## src/rtl/interpolate_and_fir_8bits_if.sv

```systemverilog
// Sample-stream interface for the 2x interpolating half-band FIR.
interface interpolate_and_fir_8bits_if #(
  parameter int DATA_WIDTH = 8
);
  logic                         single_valid_in;
  logic signed [DATA_WIDTH-1:0] data_in;
  logic                         ready_out;
  logic                         iaf_valid_out;
  logic signed [DATA_WIDTH-1:0] iaf_data_out;
  logic                         overrun_out;

  modport master (
    output single_valid_in, data_in,
    input  ready_out, iaf_valid_out, iaf_data_out, overrun_out
  );

  modport slave (
    input  single_valid_in, data_in,
    output ready_out, iaf_valid_out, iaf_data_out, overrun_out
  );
endinterface

```

## src/rtl/interpolate_and_fir_8bits.sv

```systemverilog
// Upsample-by-2 with a 16-tap half-band FIR as two serial 8-tap polyphase branches.
// Define INTERP_SATURATE_EN to saturate the phase B output instead of wrapping it.
module interpolate_and_fir_8bits #(
  parameter int DATA_WIDTH = 8
) (
  input  logic                        clk,
  input  logic                        rst,
  interpolate_and_fir_8bits_if.slave  iaf
);

  localparam int unsigned TAPS = 8;
  localparam int unsigned CW   = 10;
  localparam int unsigned PW   = DATA_WIDTH + CW;
  localparam int unsigned AW   = 20;

  localparam logic signed [AW-1:0] RND = AW'(128);
`ifdef INTERP_SATURATE_EN
  localparam logic signed [AW-1:0] SAT_MAX = AW'(127);
  localparam logic signed [AW-1:0] SAT_MIN = AW'(-128);
`endif

  // Entries 0-7 are phase A, 8-15 are phase B; each branch sums to 256.
  localparam logic signed [CW-1:0] COEF_ROM [16] = '{
    10'sd0,   10'sd0,   10'sd0,    10'sd256,
    10'sd0,   10'sd0,   10'sd0,    10'sd0,
    -10'sd3,  10'sd6,   -10'sd14,  10'sd139,
    10'sd139, -10'sd14, 10'sd6,    -10'sd3
  };

  typedef enum logic [2:0] {IDLE, MAC_A, OUT_A, MAC_B, OUT_B} state_t;

  state_t                       state_q;
  logic signed [DATA_WIDTH-1:0] x_q [TAPS];
  logic signed [AW-1:0]         acc_q;
  logic [2:0]                   cnt_q;
  logic                         ready_q;
  logic                         valid_q;
  logic                         overrun_q;
  logic signed [DATA_WIDTH-1:0] data_q;

  logic                         accept;
  logic signed [CW-1:0]         coef;
  logic signed [PW-1:0]         prod;
  logic signed [AW-1:0]         acc_d;
  logic signed [AW-1:0]         shifted;
  logic signed [DATA_WIDTH-1:0] out_a;
  logic signed [DATA_WIDTH-1:0] out_b;

  // Datapath: one coefficient*tap product per cycle, plus rounding of the finished sum.
  always_comb begin
    accept  = iaf.single_valid_in && ready_q && (state_q == IDLE);
    coef    = COEF_ROM[{state_q == MAC_B, cnt_q}];
    prod    = PW'(coef) * PW'(x_q[cnt_q]);
    acc_d   = acc_q + AW'(prod);
    shifted = (acc_q + RND) >>> 8;
    out_a   = DATA_WIDTH'(shifted);
    out_b   = DATA_WIDTH'(shifted);
`ifdef INTERP_SATURATE_EN
    if (shifted > SAT_MAX) begin
      out_b = DATA_WIDTH'(SAT_MAX);
    end else if (shifted < SAT_MIN) begin
      out_b = DATA_WIDTH'(SAT_MIN);
    end
`endif
  end

  // Ready lags the return to IDLE by one cycle, giving a 20-cycle frame.
  always_ff @(posedge clk) begin
    if (rst) begin
      state_q   <= IDLE;
      acc_q     <= '0;
      cnt_q     <= '0;
      ready_q   <= 1'b1;
      valid_q   <= 1'b0;
      overrun_q <= 1'b0;
      data_q    <= '0;
      for (int i = 0; i < int'(TAPS); i++) begin
        x_q[i] <= '0;
      end
    end else begin
      valid_q <= 1'b0;
      ready_q <= (state_q == IDLE) && !accept;
      if (iaf.single_valid_in && !ready_q) begin
        overrun_q <= 1'b1;
      end
      case (state_q)
        IDLE: begin
          if (accept) begin
            x_q[0] <= iaf.data_in;
            for (int i = 1; i < int'(TAPS); i++) begin
              x_q[i] <= x_q[i-1];
            end
            acc_q   <= '0;
            cnt_q   <= '0;
            state_q <= MAC_A;
          end
        end
        MAC_A: begin
          acc_q <= acc_d;
          cnt_q <= cnt_q + 3'd1;
          if (cnt_q == 3'd7) begin
            state_q <= OUT_A;
          end
        end
        OUT_A: begin
          data_q  <= out_a;
          valid_q <= 1'b1;
          acc_q   <= '0;
          cnt_q   <= '0;
          state_q <= MAC_B;
        end
        MAC_B: begin
          acc_q <= acc_d;
          cnt_q <= cnt_q + 3'd1;
          if (cnt_q == 3'd7) begin
            state_q <= OUT_B;
          end
        end
        OUT_B: begin
          data_q  <= out_b;
          valid_q <= 1'b1;
          state_q <= IDLE;
        end
        default: state_q <= IDLE;
      endcase
    end
  end

  assign iaf.ready_out     = ready_q;
  assign iaf.iaf_valid_out = valid_q;
  assign iaf.iaf_data_out  = data_q;
  assign iaf.overrun_out   = overrun_q;

endmodule

```

## src/flat_wrapper.sv

```systemverilog
// flat-port wrapper written by rule: the top's interface ports become plain ports
module interpolate_and_fir_8bits_flat 
#(
  parameter int DATA_WIDTH = 8
)
  (clk, rst, iaf_single_valid_in, iaf_data_in, iaf_ready_out, iaf_iaf_valid_out, iaf_iaf_data_out, iaf_overrun_out);
  interpolate_and_fir_8bits_if #(.DATA_WIDTH(DATA_WIDTH)) iaf_i ();
  input  logic clk;
  input  logic rst;
  input wire logic [$bits(iaf_i.single_valid_in)-1:0] iaf_single_valid_in;
  input wire logic [$bits(iaf_i.data_in)-1:0] iaf_data_in;
  output wire logic [$bits(iaf_i.ready_out)-1:0] iaf_ready_out;
  output wire logic [$bits(iaf_i.iaf_valid_out)-1:0] iaf_iaf_valid_out;
  output wire logic [$bits(iaf_i.iaf_data_out)-1:0] iaf_iaf_data_out;
  output wire logic [$bits(iaf_i.overrun_out)-1:0] iaf_overrun_out;
  assign iaf_i.single_valid_in = iaf_single_valid_in;
  assign iaf_i.data_in = iaf_data_in;
  assign iaf_ready_out = iaf_i.ready_out;
  assign iaf_iaf_valid_out = iaf_i.iaf_valid_out;
  assign iaf_iaf_data_out = iaf_i.iaf_data_out;
  assign iaf_overrun_out = iaf_i.overrun_out;
  interpolate_and_fir_8bits #(.DATA_WIDTH(DATA_WIDTH)) u_core (.clk(clk), .rst(rst), .iaf(iaf_i));
endmodule
```

## config.mk

```make
export PLATFORM = sky130hd
export DESIGN_NAME = interpolate_and_fir_8bits_flat
export DESIGN_NICKNAME = d
export VERILOG_FILES = /design/src/rtl/interpolate_and_fir_8bits_if.sv /design/src/rtl/interpolate_and_fir_8bits.sv /design/src/flat_wrapper.sv
export SDC_FILE = /design/constraint.sdc
export NUM_CORES = 1
export LEC_CHECK = 0
export CORE_MARGIN = 1
export CORE_UTILIZATION = 54
export CTS_CLUSTER_DIAMETER = 60
export DETAILED_ROUTE_END_ITERATION = 10
export GPL_TIMING_DRIVEN = 0
export PLACE_DENSITY = 0.69
export RECOVER_POWER = 100
export SLEW_MARGIN = 20
export SYNTH_ARGS = -nofsm -noshare
export SYNTH_HDL_FRONTEND = slang
export SYNTH_SLANG_ARGS = --single-unit
export TNS_END_PERCENT = 5
```

## constraint.sdc

```tcl
create_clock -name clk -period 6.73 [get_ports clk]
set_input_delay 1.346 -clock clk [delete_from_list [all_inputs] [get_ports clk]]
set_output_delay 1.346 -clock clk [all_outputs]
set_load 0.005 [all_outputs]
```

# Yosys cells after proc, flatten, opt, wreduce, memory -nomap -nowiden

Memories as Yosys holds them, arrays and structs flattened. A register that Yosys moved wholly into a read port is not among the register bits.
Index checks and enable logic that the tools add are counted.
Widths: inputs -> output; s select.

Memories: 2
Memory bits (read-only): 160
Bits in latches: 0
Memory bits (writable): 64
Bits in registers: 37
Output and inout port bits: 11
Bits of input ports: 11
Logic and storage cells: 70

Reductions and logical operators: 12
Shift operators: 0
Add/sub/neg operators: 3
$mul: 1
Divide/modulo/power cells: 0
Bitwise logic cells: 9
Multiplexer cells: 27
Magnitude comparators: 1
Equality and inequality tests: 8

Memories:

| memory           | depth | width | read ports | clocked after memory_dff | wr ports | RTL line                        | source |
|---|---|---|---|---|---|---|---|
| (name not given) | 16    | 10    | 1          | 0                        | 0        | interpolate_and_fir_8bits.sv:52 | `coef = COEF_ROM[{state_q == MAC_B, cnt_q}];` |
| u_core.x_q       | 8     | 8     | 8          | 1                        | 8        | interpolate_and_fir_8bits.sv:33 | `logic signed [DATA_WIDTH-1:0] x_q [TAPS];` |

Operators by type and width:

| cell                  | number |
|---|---|
| $mux 8                | 8 |
| $pmux 20 s3           | 1 |
| $add 20x18->20        | 1 |
| $mux 10               | 2 |
| $mux 20               | 1 |
| $mul 10x8->18         | 1 |
| $mux 3                | 6 |
| $add 16x9->16 const B | 1 |
| $pmux 3 s4            | 1 |
| $pmux 3 s3            | 1 |
| $or 1x1->1            | 8 |
| $mux 1                | 7 |
| $eq 3x2->1 const B    | 2 |
| $eq 3x3->1 const B    | 2 |
| $ge 5x5->1 const B    | 1 |
| $not 4->5             | 1 |
| $logic_and 1x1->1     | 4 |
| $ne 2x1->1 const B    | 2 |
| $reduce_or 2->1       | 2 |
| $add 3x1->3 const B   | 1 |
| $eq 3x1->1 const B    | 1 |
| $logic_not 3->1       | 1 |
| $reduce_and 3->1      | 1 |
| $reduce_bool 3->1     | 1 |
| 3 further kinds       | 4 |

# Longest topological paths before layout

Gate-level depths: netlist of run 1.

Depth in word-level cells: 8
Mapped depth: 24
Gate-level depth less buffers: 23

# Least setup slack after synthesis of run 1

OpenSTA, ideal clock, no wires.

Kind: register to register
From: register with a tool-made name
To: register u_core.acc_q[14]
Period minus slack after synthesis: 5.997 ns
Path slack: 0.733 ns
Path buffers: 2
Arrival time: 5.935 ns
Cell stages (with the launch flop): 21
Setup time: 0.062 ns
Path through: dfxtp_1 > buf_2 > buf_4 > mux4_2 > mux2_2 > and2_1 > fa_1 > fa_1 > inv_1 > fa_1 > inv_1 > fa_1 > ha_1 > ha_1 > nor2b_1 > o21ai_0 > a21boi_0 > o311ai_1 > a21oi_1 > or3_1 > nand3_1

RTL lines:

| element                | RTL line                        | source |
|---|---|---|
| end signal: assignment | interpolate_and_fir_8bits.sv:71 | `acc_q <= '0;` |
| end signal: assignment | interpolate_and_fir_8bits.sv:93 | `acc_q <= '0;` |
| end signal: assignment | interpolate_and_fir_8bits.sv:99 | `acc_q <= acc_d;` |
| end: declaration       | interpolate_and_fir_8bits.sv:34 | `logic signed [AW-1:0] acc_q;` |

==> load_flow_metrics.sql, run 1 <==
INSERT INTO impl_metrics (metric_group, metric, value, unit) VALUES
('grt', 'antenna_found_initial', '0', ''),
('clock_tree', 'cts_hold_buffers', '0', ''),
('floorplan', 'die_h', '117.7', 'µm'),
('sta', 'timing.clock.skew', '0.01104', 'ns'),
('cells_and_area', 'multi_input_area', '4222', 'µm²'),
('hold_path', 'hold_start', 'u_core.iaf.overrun_out$_SDFFE_PP0P_', ''),
('yosys', 'synth-main-ff-cell', 'sky130_fd_sc_hd__edfxtp_1', ''),
('sta', 'tightest_slew', '1.528', 'ns'),
('sta', 'worst_slew_margin_rel', '-1.857', '%'),
('routing', 'routed_wirelength', '14210', 'µm'),
('place', 'port_buffers', '20', ''),
('cells_and_area', 'mostFrequentLayoutCells', 'sky130_fd_sc_hd__inv_1 (78), sky130_fd_sc_hd__fa_1 (71), sky130_fd_sc_hd__edfxtp_1 (64)', ''),
('routing', 'route.detailed.wl_per_inst', '16.98', 'µm'),
('sta', 'maximum_clock_frequency', '0.1579', 'GHz'),
('clock_tree', 'cts_inserted_buffers', '9', ''),
('sta', 'report.final.slew_viol_count', '30', ''),
('hold_path', 'hold_class', 'flip-flop to flip-flop', ''),
('cells_and_area', 'sequential_cell_area', '2643', 'µm²'),
('clock_tree', 'clock_root_buffer', 'sky130_fd_sc_hd__clkbuf_16', ''),
('worst_setup_path', 'critPathKind', 'flip-flop to flip-flop', ''),
('yosys', 'distinct_cell_type_count_after_synthesis', '48', ''),
('clock_tree', 'clkSlewWorstSetupHoldPaths', '0.07', 'ns'),
('yosys', 'synth.net_count', '757', ''),
('routing', 'drt_first_pass_iters', '4', ''),
('worst_setup_path', 'critPathMaxFanout', '10', ''),
('worst_setup_path', 'cp-end-kind', 'flip-flop', ''),
('status', 'failed_checks', 'max-capacitance violations, max-slew violations', ''),
('clock_tree', 'tritoncts', 'done', ''),
('routing', 'num_vias', '4498', ''),
('flow_run', 'drv.max_cap_violation_count', '1', ''),
('yosys', 'post_synth_instance_area', '7226', 'µm²'),
('worst_setup_path', 'crit_path_cell_trace', 'clkbuf_4 -> buf_6 -> mux4_2 -> mux2_2 -> and2_2 -> fa_1 -> fa_1 -> inv_1 -> fa_1 -> inv_1 -> fa_1 -> ha_1 -> ha_1 -> nor2b_1 -> o21ai_0 -> a21boi_0 -> o21ai_0 -> or3b_2 -> a32oi_1 -> nor2_1', ''),
('clock_tree', 'cts_max_level', '3', ''),
('cells_and_area', 'final_layout_size_suffix_gt1_share', '8.722', '%'),
('grt', 'globalRouteMet2Util', '39.26', '%'),
('floorplan', 'num_io_pins', '22', ''),
('routing', 'viasPerCell', '5.374', ''),
('cells_and_area', 'filler_cell_count', '1028', ''),
('yosys', 'number_of_synthesized_register_bits', '100', ''),
('floorplan', 'area_inside_the_core_boundary', '12820', 'µm²'),
('floorplan', 'die-area', '13850', 'µm²'),
('yosys', 'synthesized_instance_count', '628', ''),
('sta', 'post-route-min-period', '6.332', 'ns'),
('clock_tree', 'max-clock-path-buffers', '2', ''),
('grt', 'gr-usage-all-layers', '22.47', '%'),
('routing', 'drcViolationCount', '0', ''),
('worst_setup_path', 'critical_path.max_stage_delay', '0.52', 'ns'),
('worst_setup_path', 'crit_path_start_kind', 'flip-flop', ''),
('grt', 'first_global_vias', '4864', ''),
('yosys', 'synth_edf_count', '64', ''),
('cells_and_area', 'antenna_cells', '0', ''),
('worst_setup_path', 'worst_path_most_repeated_cell', 'sky130_fd_sc_hd__fa_1', ''),
('grt', 'm3_gr_usage', '3.198', '%'),
('sta', 'layout_worst_path_cycle_share', '94.08', '%'),
('yosys', 'yosysSeqAreaShare', '36.57', '%'),
('power_and_ir_drop', 'p_per_area', '189.8', 'nW/µm²'),
('place', 'dp_hpwl', '11270', 'µm'),
('status', 'status', 'complete, but fails checks', ''),
('clock_tree', 'post-cts-setup-buffers', '0', ''),
('floorplan', 'initial_utilization', '56.34', '%'),
('sta', 'setup-violations-final', '0', ''),
('cells_and_area', 'num-nets-final', '789', ''),
('grt', 'gr-max-usage-layer', 'met2', ''),
('grt', 'grt_pass1_wl', '24120', 'µm'),
('place', 'placed_cell_area', '7692', 'µm²'),
('routing', 'drt-initial-drc-count', '158', ''),
('grt', 'met1_routing_resource_usage_after_global_routing', '28.10', '%'),
('grt', 'global_route.overflow_total', '0', ''),
('sta', 'hold_viol_final', '0', ''),
('clock_tree', 'clkSinkCount', '100', ''),
('clock_tree', 'clk_latency', '0.34', 'ns');
[metal layers]
layer / vias to the layer above / routed length (µm)
li1: 2145 / -
met1: 2267 / 6206
met2: 64 / 7313
met3: 22 / 322
met4: 0 / 367
met5: - / 0
[cell type report]
class / count / share of cell area (%)
Buffer: 22 / 1.315
Clock buffer: 13 / 3.523
Clock inverter: 3 / 0.3131
Inverter: 78 / 3.664
Multi-Input combinational cell: 427 / 52.83
Sequential cell: 100 / 33.07
Tap cell: 172 / 2.693
Timing Repair Buffer: 22 / 2.599
[per-stage QoR]
stage	util (%)	setup TNS (ns)	worst slack [ns]	std cells	power, µW
2_1_floorplan	-	0	0.7327	628	928.7
4_1_cts	62.43	0	0.03540	838	1527
3_5_place_dp	59.98	-0.1746	-0.1081	822	1008
3_3_place_gp	59.58	-0.1029	-0.08082	820	999.5
5_1_grt	62.31	0	0.03179	837	1586
6_report	62.31	0	0.3983	837	1517
[registers in the layout, indices dropped and copies added (netlist names), named ones only]
| register | flops |
|---|---|
| u_core.x_q | 64 |
| u_core.acc_q | 16 |
| u_core.iaf.iaf_data_out | 8 |
| u_core.cnt_q | 3 |
| u_core.state_q | 3 |
| u_core.iaf.iaf_valid_out | 1 |
| u_core.iaf.overrun_out | 1 |
| u_core.iaf.ready_out | 1 |
[cells in the mapped netlist, types with 4 or more instances]
master,instances,share of area [%]
sky130_fd_sc_hd__xnor2_1,20,2.4
sky130_fd_sc_hd__edfxtp_1,64,27
sky130_fd_sc_hd__clkbuf_1,16,0.83
sky130_fd_sc_hd__nand2_1,24,1.2
sky130_fd_sc_hd__nor2b_1,22,1.9
sky130_fd_sc_hd__dfxtp_1,36,10
sky130_fd_sc_hd__fa_1,71,20
sky130_fd_sc_hd__a21oi_1,11,0.76
sky130_fd_sc_hd__nor2_1,58,3.0
sky130_fd_sc_hd__mux4_2,16,5.0
sky130_fd_sc_hd__and2_1,53,4.6
sky130_fd_sc_hd__buf_2,4,0.28
sky130_fd_sc_hd__mux2i_1,6,0.83
sky130_fd_sc_hd__a211oi_1,11,1.1
sky130_fd_sc_hd__ha_1,47,8.1
sky130_fd_sc_hd__nand2b_1,6,0.52
sky130_fd_sc_hd__xor2_1,9,1.1
sky130_fd_sc_hd__a21o_1,6,0.62
sky130_fd_sc_hd__a22oi_1,10,1.0
sky130_fd_sc_hd__nand3_1,6,0.42
sky130_fd_sc_hd__or2_2,5,0.43
sky130_fd_sc_hd__o21ai_0,7,0.48
sky130_fd_sc_hd__nor3_1,7,0.48
sky130_fd_sc_hd__inv_1,78,4.1
[where the power goes]
group	switching, µW	internal [µW]	total [µW]
clock network	225	297	521
registers	26.7	699	726
logic	152	118	270
[worst paths after layout]
path / endpoint / cells past startpoint / slack, ns
worst max-delay path: u_core.acc_q[10]$_SDFFE_PP0N_ / 20 / 0.40
worst min-delay path: u_core.iaf.overrun_out$_SDFFE_PP0P_ / 2 / 0.46
worst max register to register: u_core.acc_q[10]$_SDFFE_PP0N_ / 20 / 0.40
worst min register to register: u_core.iaf.overrun_out$_SDFFE_PP0P_ / 2 / 0.46
[worst max-delay path, delay by kind of cell (launching register included)]
family,cells,cell delay (ns)
adders and majority gates,6,2.62
and+or+nand+nor,4,1.00
muxes,2,0.89
buffers and inverters,4,0.54
AOI/OAI and AO/OA,4,0.84
DFF,1,0.31
[kinds of logic (layout without fill, tap and decap cells)]
group | count (synthesis) | after routing | synth area share, %
AO/OA/AOI/OAI | 57 | 57 | 5.420
buffers and inverters | 101 | 138 | 5.472
multiplexers | 28 | 28 | 7.100
flip-flops | 100 | 100 | 36.57
AND/OR/NAND/NOR | 195 | 195 | 14.11
adder cells (fa/ha/maj) | 118 | 118 | 27.81
XOR/XNOR | 29 | 29 | 3.515
Note: power is estimated with default switching activity, not from simulation.
==> run 2: changes to the inputs <==
--- a/config.mk
+++ b/config.mk
@@ -8,6 +8,7 @@
 export CORE_MARGIN = 1
 export CORE_UTILIZATION = 54
 export CTS_CLUSTER_DIAMETER = 60
+export CTS_CLUSTER_SIZE = 16
 export DETAILED_ROUTE_END_ITERATION = 10
 export GPL_TIMING_DRIVEN = 0
 export PLACE_DENSITY = 0.69
==> constraint.sdc (replaced) <==
create_clock -name clk -period 6.3 [get_ports clk]
set_input_delay 1.26 -clock clk [delete_from_list [all_inputs] [get_ports clk]]
set_output_delay 1.26 -clock clk [all_outputs]
set_load 0.005 [all_outputs]
==> load_flow_metrics.sql, run 2 (synthesized netlist as in run 1, its figures left out) <==
INSERT INTO impl_metrics (metric_group, metric, value, unit) VALUES
('grt', 'first_global_vias', '4893', ''),
('cells_and_area', 'sequential_cell_area', '2644', 'µm²'),
('cells_and_area', 'final_layout_size_suffix_gt1_share', '9.459', '%'),
('grt', 'global_route.overflow_total', '0', ''),
('flow_run', 'drv.max_cap_violation_count', '1', ''),
('status', 'failed_checks', 'max-capacitance violations, max-slew violations', ''),
('floorplan', 'horizontal_die_dimension', '117.7', 'µm'),
('worst_setup_path', 'critical-path-slowest-cell', 'sky130_fd_sc_hd__mux4_2', ''),
('hold_path', 'hold_class', 'flip-flop to flip-flop', ''),
('worst_setup_path', 'critPathMaxFanout', '10', ''),
('grt', 'gr-max-usage-layer', 'met2', ''),
('sta', 'hold_viol_final', '0', ''),
('power_and_ir_drop', 'internal_power', '1194', 'µW'),
('routing', 'drt_first_pass_iters', '5', ''),
('clock_tree', 'clk_latency', '0.34', 'ns'),
('cells_and_area', 'num-nets-final', '790', ''),
('grt', 'gr-usage-all-layers', '22.70', '%'),
('cells_and_area', 'flow.area_growth_from_synthesis', '11.52', '%'),
('floorplan', 'num_io_pins', '22', ''),
('power_and_ir_drop', 'power_frac_seq', '47.7', '%'),
('sta', 'rsz0062_at_grt', 'false', ''),
('grt', 'met1_routing_resource_usage_after_global_routing', '28.30', '%'),
('grt', 'grt_start_max_net_pins', '30', ''),
('floorplan', 'area_inside_the_core_boundary', '12820', 'µm²'),
('status', 'status', 'complete, but fails checks', ''),
('worst_setup_path', 'cp_num_buf_inv', '4', ''),
('sta', 'holdWs', '0.4634', 'ns'),
('power_and_ir_drop', 'worst_ir_drop_vdd', '0.0001981', 'V'),
('routing', 'drt-initial-drc-count', '195', ''),
('worst_setup_path', 'cp_data_arrival_time', '6.17', 'ns'),
('floorplan', 'die_h', '117.7', 'µm'),
('worst_setup_path', 'crit_path_start_kind', 'flip-flop', ''),
('routing', 'drcViolationCount', '0', ''),
('clock_tree', 'max-clock-path-buffers', '2', ''),
('sta', 'report.final.slew_viol_count', '30', ''),
('clock_tree', 'cts_inserted_buffers', '9', ''),
('cells_and_area', 'multi_input_area', '4267', 'µm²'),
('sta', 'post-route-min-period', '5.963', 'ns'),
('sta', 'worst_slew_margin_rel', '-1.909', '%'),
('floorplan', 'initial_utilization', '56.34', '%'),
('routing', 'viasPerCell', '5.389', ''),
('worst_setup_path', 'worst_path_most_repeated_cell', 'sky130_fd_sc_hd__fa_1', ''),
('cells_and_area', 'largest_register_by_flop_count', 'u_core.x_q', ''),
('place', 'placed_cell_area', '7692', 'µm²'),
('clock_tree', 'tritoncts', 'done', ''),
('clock_tree', 'cts_hold_buffers', '0', ''),
('sta', 'tightest_slew', '1.529', 'ns'),
('cells_and_area', 'antenna_cells', '0', ''),
('worst_setup_path', 'critPathRequiredTime', '6.51', 'ns'),
('routing', 'routed_wirelength', '14250', 'µm'),
('grt', 'm3_gr_usage', '3.246', '%'),
('routing', 'route.detailed.wl_per_inst', '17.01', 'µm'),
('worst_setup_path', 'cp-end-kind', 'flip-flop', ''),
('cells_and_area', 'mostFrequentLayoutCells', 'sky130_fd_sc_hd__inv_1 (78), sky130_fd_sc_hd__fa_1 (71), sky130_fd_sc_hd__edfxtp_1 (64)', ''),
('sta', 'maximum_clock_frequency', '0.1677', 'GHz'),
('cells_and_area', 'filler_cell_count', '1017', ''),
('routing', 'drt.antenna.violating_nets', '0', ''),
('worst_setup_path', 'crit_path_cell_trace', 'buf_6 -> buf_12 -> mux4_2 -> mux2_4 -> and2_4 -> fa_1 -> fa_1 -> inv_1 -> fa_1 -> inv_1 -> fa_1 -> ha_1 -> ha_1 -> nor2b_1 -> o21ai_1 -> a21boi_1 -> o21ai_0 -> or3b_2 -> a32oi_1 -> nor2_1', ''),
('worst_setup_path', 'critical_path.max_stage_delay', '0.52', 'ns'),
('power_and_ir_drop', 'p_per_area', '201.9', 'nW/µm²'),
('power_and_ir_drop', 'p_sw_share', '26.57', '%'),
('sta', 'timing.clock.skew', '0.01048', 'ns'),
('floorplan', 'floorplan.rows', '41', ''),
('power_and_ir_drop', 'clock_power_share', '34.2', '%'),
('grt', 'antenna_found_initial', '0', ''),
('power_and_ir_drop', 'share_comb_of_total_power', '18.2', '%'),
('cells_and_area', 'layout_commonest_cell', 'sky130_fd_sc_hd__inv_1', ''),
('grt', 'grt_pass1_wl', '24340', 'µm'),
('power_and_ir_drop', 'leakagePower', '0.003459', 'µW'),
('clock_tree', 'clock_root_buffer', 'sky130_fd_sc_hd__clkbuf_16', ''),
('clock_tree', 'cts_max_level', '3', ''),
('worst_setup_path', 'critPathKind', 'flip-flop to flip-flop', ''),
('grt', 'globalRouteMet2Util', '40.29', '%'),
('cells_and_area', 'largest_register_ff_count', '64', ''),
('sta', 'layout_worst_path_cycle_share', '94.65', '%'),
('place', 'globalplace.congestion', '0.8555', ''),
('power_and_ir_drop', 'netSwitchingPower', '432.1', 'µW'),
('place', 'port_buffers', '20', ''),
('worst_setup_path', 'cell_family_with_the_largest_share_of_critical_path_delay', 'adder cells', ''),
('place', 'dp_hpwl', '11270', 'µm'),
('routing', 'num_vias', '4516', ''),
('cells_and_area', 'design_area', '8058', 'µm²'),
('floorplan', 'die-area', '13850', 'µm²'),
('sta', 'setup-violations-final', '0', ''),
('clock_tree', 'clkSlewWorstSetupHoldPaths', '0.07', 'ns'),
('clock_tree', 'clkSinkCount', '100', '');
==> run 2: cell count changes in the layout (fill, tap and decap cells not counted), sizes merged <==
cell and delta:
buf +2, clkbuf -1
==> run 2: path summary, 6_finish.rpt <==
check,from,endpoint,slack [ns],depth (start not counted)
max,flip-flop,u_core.acc_q[10]$_SDFFE_PP0N_,0.34,20
min,u_core.iaf.overrun_out$_SDFFE_PP0P_,u_core.iaf.overrun_out$_SDFFE_PP0P_,0.46,2
max reg2reg,flip-flop,u_core.acc_q[10]$_SDFFE_PP0N_,0.34,20
min reg2reg,u_core.iaf.overrun_out$_SDFFE_PP0P_,u_core.iaf.overrun_out$_SDFFE_PP0P_,0.46,2
==> run 2: final cells by class <==
| type | count | share of cell area (%) |
|---|---|---|
| multi-input combinational | 427 | 52.95 |
| sequential | 100 | 32.81 |
| inverter | 78 | 3.634 |
| clock buffer | 13 | 3.494 |
| timing repair buffer | 23 | 2.671 |
| tap | 172 | 2.671 |
| buffer | 22 | 1.460 |
| clock inverter | 3 | 0.3106 |
==> run 2: power by group through the flow <==
stage          Clock (µW)  Sequential [µW]  Combinational, µW
6_report              556              776                296
3_3_place_gp            0              789                279
2_1_floorplan           0              779                213
3_5_place_dp            0              786                290
4_1_cts               565              773                300
5_1_grt               590              781                332
==> run 2: tightest hold or removal path, cell delays in order (launching register included) <==
cell and delay [ns]:
sky130_fd_sc_hd__dfxtp_1 0.32, sky130_fd_sc_hd__a21oi_1 0.04, sky130_fd_sc_hd__nor2_1 0.07
==> run 2: layer usage <==
| layer | up-vias | wire, µm |
|---|---|---|
| met5 | - | 0 |
| met4 | 0 | 268 |
| met3 | 15 | 459 |
| met2 | 62 | 7524 |
| met1 | 2290 | 6001 |
| li1 | 2149 | - |
==> run 2: metrics by stage <==
stage,cells,utilization [%],TNS (ns),setup slack (ns),power [µW]
global route,838,62.83,0,0.003362,1703
global placement,820,59.58,-2.534,-0.5108,1068
floorplan,628,-,0,0.3027,992.1
detailed placement,822,59.98,-2.728,-0.5381,1076
CTS,838,62.79,0,0.02893,1638
finish,838,62.83,0,0.3369,1627
==> run 2: what timing repair did <==
action / 4_1_cts / 5_1_grt
setup buffers: 1 / 0
cloned: 0 / 0
resized for setup: 13 / 14
endpoints found under the setup margin: 8 / 6
